--- config.mk ---
export PLATFORM = sky130hd
export DESIGN_NAME = adxl_spi_ctrl
export DESIGN_NICKNAME = d
export VERILOG_FILES = /design/src/rtl/adxl_spi_ctrl.sv
export SDC_FILE = /design/constraint.sdc
export NUM_CORES = 1
export LEC_CHECK = 0
export CAP_MARGIN = 30
export CORE_MARGIN = 4
export CORE_UTILIZATION = 31
export CTS_BUF_LIST = sky130_fd_sc_hd__clkbuf_16
export DETAILED_ROUTE_END_ITERATION = 16
export PLACE_DENSITY = 0.54
export SLEW_MARGIN = 10
export SYNTH_ARGS = -nofsm -noshare
export SYNTH_HDL_FRONTEND = slang
export SYNTH_SLANG_ARGS = --single-unit
--- constraint.sdc ---
create_clock -name clk -period 5.8 [get_ports clk]
set_clock_uncertainty 0.15 [all_clocks]
set_input_delay 0.58 -clock clk [delete_from_list [all_inputs] [get_ports clk]]
set_output_delay 0.58 -clock clk [all_outputs]
set_load 0.005 [all_outputs]
--- src/rtl/adxl_spi_ctrl.sv ---
// ---------------------------------------------------------------------------
// adxl_spi_ctrl
//
// Free-running SPI master for the ADXL362 accelerometer. After reset it
// issues three configuration writes (soft reset, filter control, power
// control). It then polls X, Y, Z, T-low and T-high forever. Each poll
// result is presented on c_ADXL_OUT together with a one-cycle
// ADXL_OUT_ready strobe.
//
// SPI mode 0 (CPOL=0, CPHA=0), MSB first. Every frame is 24 bits long:
// {cmd, addr, data}. For reads the last byte clocked in on miso is the
// register value.
//
// Parameters
//   CLK_DIV  SCLK half-period in clk cycles (2..255)
//   CS_GAP   clk cycles cs_n stays high between frames (2..255)
//
// Ports
//   clk                  system clock, rising edge
//   reset                asynchronous, active-high reset
//   en                   run enable; sampled in IDLE and at the end of GAP
//   miso                 serial data from the sensor
//   sclk, mosi, cs_n     SPI master outputs (registered)
//   c_ADXL_OUT           data byte of the most recent read frame
//   ADXL_OUT_ready       one-cycle strobe; c_ADXL_OUT/out_select valid
//   out_select           command index of the current/most recent frame
//   repeat_count_signal  one-cycle strobe after the T-high (index 7) result
//   init_done            sticky flag; the three configuration writes are done
// ---------------------------------------------------------------------------
module adxl_spi_ctrl #(
    parameter int CLK_DIV = 4,
    parameter int CS_GAP  = 8
) (
    input  logic       clk,
    input  logic       reset,
    input  logic       en,
    input  logic       miso,
    output logic       sclk,
    output logic       mosi,
    output logic       cs_n,
    output logic [7:0] c_ADXL_OUT,
    output logic       ADXL_OUT_ready,
    output logic [2:0] out_select,
    output logic       repeat_count_signal,
    output logic       init_done
);

    localparam logic [7:0] DIV_LAST = 8'(CLK_DIV - 1);
    localparam logic [7:0] GAP_LAST = 8'(CS_GAP - 1);
    localparam logic [4:0] BIT_LAST = 5'd23;

    typedef enum logic [1:0] {
        IDLE  = 2'd0,
        LOAD  = 2'd1,
        SHIFT = 2'd2,
        GAP   = 2'd3
    } state_t;

    state_t      state;
    logic [23:0] shreg;      // outgoing frame; bit 23 is the next bit on mosi
    logic [7:0]  rx;         // last eight miso samples
    logic [7:0]  div_cnt;    // clk cycles spent in the current sclk half
    logic [4:0]  bit_cnt;    // frame bit being transferred
    logic [7:0]  gap_cnt;    // clk cycles spent in GAP
    logic [2:0]  nxt_idx;    // command index for the next LOAD
    logic [23:0] load_frame;

    // Fixed command table: {cmd, addr, data}
    function automatic logic [23:0] frame_of(input logic [2:0] idx);
        case (idx)
            3'd0:    frame_of = 24'h0A1F52;  // write SOFT_RESET
            3'd1:    frame_of = 24'h0A2C13;  // write FILTER_CTL
            3'd2:    frame_of = 24'h0A2D02;  // write POWER_CTL, measure
            3'd3:    frame_of = 24'h0B0800;  // read XDATA
            3'd4:    frame_of = 24'h0B0900;  // read YDATA
            3'd5:    frame_of = 24'h0B0A00;  // read ZDATA
            3'd6:    frame_of = 24'h0B1400;  // read TEMP_L
            default: frame_of = 24'h0B1500;  // read TEMP_H
        endcase
    endfunction

    // Configuration writes run once; reads cycle 3..7 indefinitely
    function automatic logic [2:0] next_index(input logic [2:0] idx);
        next_index = (idx == 3'd7) ? 3'd3 : idx + 3'd1;
    endfunction

    assign load_frame = frame_of(nxt_idx);

    always_ff @(posedge clk or posedge reset) begin
        if (reset) begin
            state               <= IDLE;
            shreg               <= '0;
            rx                  <= '0;
            div_cnt             <= '0;
            bit_cnt             <= '0;
            gap_cnt             <= '0;
            nxt_idx             <= '0;
            sclk                <= 1'b0;
            mosi                <= 1'b0;
            cs_n                <= 1'b1;
            c_ADXL_OUT          <= '0;
            ADXL_OUT_ready      <= 1'b0;
            out_select          <= '0;
            repeat_count_signal <= 1'b0;
            init_done           <= 1'b0;
        end else begin
            ADXL_OUT_ready      <= 1'b0;
            repeat_count_signal <= 1'b0;

            case (state)
                IDLE: begin
                    if (en) begin
                        state <= LOAD;
                    end
                end

                LOAD: begin
                    shreg      <= load_frame;
                    mosi       <= load_frame[23];
                    out_select <= nxt_idx;
                    div_cnt    <= '0;
                    bit_cnt    <= '0;
                    sclk       <= 1'b0;
                    cs_n       <= 1'b0;
                    state      <= SHIFT;
                end

                SHIFT: begin
                    // mosi is updated one cycle into the low half, so it
                    // never moves on a cycle where sclk is or was just high.
                    if (!sclk && div_cnt == 8'd0) begin
                        mosi <= shreg[23];
                    end

                    if (div_cnt == DIV_LAST) begin
                        div_cnt <= '0;
                        if (!sclk) begin
                            // Rising sclk: capture miso on this same edge
                            sclk <= 1'b1;
                            rx   <= {rx[6:0], miso};
                        end else if (bit_cnt == BIT_LAST) begin
                            // Frame done: drop sclk and release cs_n together
                            sclk    <= 1'b0;
                            cs_n    <= 1'b1;
                            gap_cnt <= '0;
                            state   <= GAP;
                            if (out_select >= 3'd3) begin
                                c_ADXL_OUT     <= rx;
                                ADXL_OUT_ready <= 1'b1;
                            end
                            if (out_select == 3'd2) begin
                                init_done <= 1'b1;
                            end
                        end else begin
                            sclk    <= 1'b0;
                            bit_cnt <= bit_cnt + 5'd1;
                            shreg   <= {shreg[22:0], 1'b0};
                        end
                    end else begin
                        div_cnt <= div_cnt + 8'd1;
                    end
                end

                GAP: begin
                    // Bundle marker lands one cycle after the index-7 ready
                    if (gap_cnt == 8'd0 && out_select == 3'd7) begin
                        repeat_count_signal <= 1'b1;
                    end

                    if (gap_cnt == GAP_LAST) begin
                        nxt_idx <= next_index(out_select);
                        state   <= en ? LOAD : IDLE;
                    end else begin
                        gap_cnt <= gap_cnt + 8'd1;
                    end
                end

                default: state <= IDLE;
            endcase
        end
    end

endmodule

==> run summary <==
outcome -> completed
Max VDD drop -> 0.113 mV
R2R cell count -> 7
Max Slew Vio Count -> 0
Period minus WS final -> 3.11 ns
GRT Overall Usage -> 11.3%
MaxCap Viol Count -> 0
reg2reg start -> state[0]
Post-Synthesis Net Count -> 377
# port buffers -> 20
DRC errors left -> 0
first-pass GRT wire length -> 12,100 um
Tcrit/Tclk final -> 53.6%
switching power -> 0.255 mW
Rel. slew slack -> 44.9%
largest area contributor in the netlist -> dfrtp_1
vias in the first global route -> 2,470
hold_buf cts -> 0
critical path class -> reg -> reg
f_max -> 0.322 GHz
total negative slack -> 0 ns
Crit path max-delay family -> simple AND/OR/NAND/NOR gates
Hold Slack -> 0.332 ns
CP bufs+invs -> 1
area delta synth->final -> 18.5%
Hold Path Class -> reg -> reg
num ports -> 21
Multi-input gate area -> 1590 um2
critical path depth -> 7
critical path cell sequence -> inv_1, ha_1, nand4bb_1, or2_1, or2_1, nor2_2, mux2_1
Yosys reg bits -> 75
Cell Area, Synth -> 3590 um2
clk slew on worst S/H paths -> 0.06 ns
# rows -> 39
setup bufs post-CTS -> 0
FFs w/ async S/R, synth -> 100%
complex-gate fraction of the synthesized area -> 13.1%
endpoints failing setup -> 0
fillers -> 1,145
Worst R2R Setup Slack -> 2.69 ns
Sw Ratio -> 22.5%
Crit path top cell by count -> or2_1
Die Ht -> 116 um
multiplexer share of the synthesized area -> 7.15%
slowest CP cell -> ha_1
wire per inst -> 13.3 um
H-tree depth -> 3
DRT Wirelength -> 6920 um
largest family of logic cells by synthesized area -> simple AND/OR/NAND/NOR gates
global route overflow -> 0
layout cells sized above 1 -> 10.6%
ant diodes -> 0
critical path launch point type -> flop
top-area cell type share of the netlist area -> 51.6%
CTS tree -> done
Power Internal -> 0.878 mW
pin count of the biggest net entering global routing -> 76
CP max stage delay -> 0.71 ns
Leakage -> 1.88 nW
XOR/XNOR share of the synthesized area -> 2.44%
top post-synthesis cells by area -> dfrtp_1, nand2_1, ha_1
TritonCTS buffer count -> 9
Post-DRT Antenna Nets -> 0
adder-cell share of the synthesized area -> 4.53%
data arrival time of the critical path -> 3.17 ns
PD cells -> 266 nW/um2
initial antenna violation count -> 0
CTS sink count -> 75
Distinct cells, synth -> 51
Post-synth EDFFs -> 0
Initial DRC Count -> 124
Initial Util -> 31.6%
final hold vios -> 0
Core Footprint -> 11,400 um2
final std cells w/o fill -> 522
gate count after technology mapping -> 360
HPWL after detailed placement -> 4680 um
fraction of the mapped netlist area in simple logic gates -> 16.9%
Clock Latency Late Sink -> 0.34 ns
Max clock buf depth -> 2
die width -> 116 um
ys flop type -> dfrtp_1
Clk pwr share -> 52.0%
RSZ-0062 raised after global routing -> false
via count -> 2,531
Syn Area/Cell -> 9.97 um2
Synth Warn # -> 0
fin nets -> 391
Worst Setup EP -> c_ADXL_OUT[4]
drt pass-1 iters -> 4
Die Area -> 13,400 um2
clock root cell -> clkbuf_16
FF/Latch Area -> 1880 um2
Placer Congestion -> 0.790
RR Endpoint -> c_ADXL_OUT[4]
Worst Path Max Fanout -> 25
CP endpoint kind -> flop
Worst Tran Pin Value -> 0.827 ns
vias per inst -> 4.85
post-CTS sizing -> 0
placed insts -> 505
Comb pwr share -> 1.5%
crit path launch -> state[0]
share of the yosys chip area belonging to registers -> 52.3%
WP data required -> 5.86 ns
Flop pwr share -> 46.5%
==> Yosys cell counts, types with 8 or more instances <==
library cell	count
dfrtp_1	74
nand2_1	57
o21ai_0	27
nor2_1	24
clkbuf_1	18
a21oi_1	14
ha_1	13
inv_1	13
mux2_2	13
o21ai_1	11
nand3_1	9
mux2_1	8
==> worst min-delay path by stage <==
stage,cells past startpoint,to,startpoint
2_1_floorplan,2,cs_n,cs_n
3_3_place_gp,2,shreg[15],shreg[14]
3_5_place_dp,2,shreg[23],shreg[22]
4_1_cts,2,cs_n,cs_n
5_1_grt,2,cs_n,cs_n
6_report,2,cs_n,cs_n
==> cell families after synthesis <==
| family | after synthesis |
|---|---|
| AO/OA/AOI/OAI | 77 |
| AND/OR/NAND/NOR | 128 |
| buffers and inverters | 34 |
| XOR/XNOR | 10 |
| adder cells (fa/ha/maj) | 13 |
| flip-flops | 75 |
| multiplexers | 23 |
==> per-stage QoR <==
step / power (mW) / setup slack (ns) / cell area, um2 / utilization [%]
floorplan: 0.546 / 3.05 / 3590 / -
global placement: 0.552 / 2.82 / 3910 / 34.4
detailed placement: 0.552 / 2.69 / 3910 / 34.4
CTS: 1.15 / 2.68 / 4230 / 37.2
global route: 1.18 / 2.47 / 4260 / 37.4
finish: 1.13 / 2.69 / 4260 / 37.4
==> worst min-delay path, cell delays in order (launching register included) <==
cell and delay [ns]:
dfstp_2 0.38, nand2_1 0.06, nand2_1 0.05
==> metal layers <==
layer | routed length [um] | global-route usage, %
met5 | 0 | 0
met4 | 147 | 5.80
met3 | 180 | 2.19
met2 | 3130 | 17.2
met1 | 3460 | 15.5
==> area by class of cell <==
type / count / area share, %
Clock inverter: 7 / 2.12
Tap cell: 143 / 4.20
Clock buffer: 9 / 5.29
Multi-Input combinational cell: 251 / 37.3
Sequential cell: 75 / 44.1
Timing Repair Buffer: 23 / 5.70
Inverter: 14 / 1.23
==> power by group through the flow <==
stage | Clock, mW | Sequential (mW) | Combinational [mW]
finish | 0.590 | 0.527 | 0.0171
global route | 0.633 | 0.527 | 0.0203
CTS | 0.612 | 0.526 | 0.0159
detailed placement | 0 | 0.536 | 0.0159
global placement | 0 | 0.536 | 0.0155
floorplan | 0 | 0.536 | 0.00959
==> registers in the layout (all words and copies together), names as in the netlist, 2 cells and up <==
signal      count
shreg          24
c_ADXL_OUT      8
div_cnt         8
gap_cnt         8
rx              8
bit_cnt         5
nxt_idx         3
out_select      3
state           2
==> layout by cell type, fill, tap and decap left out, types with 8 or more instances in the layout <==
master,netlist,layout
nand3_1,9,9
ha_1,13,13
nand2_1,57,57
clkdlybuf4s50_1,0,20
o21ai_1,11,11
mux2_1,8,8
clkbuf_16,0,9
o21ai_0,27,27
mux2_2,13,13
dfrtp_1,74,74
a21oi_1,14,14
nor2_1,24,24
inv_1,13,12
Power figures use the tool's default switching activity.
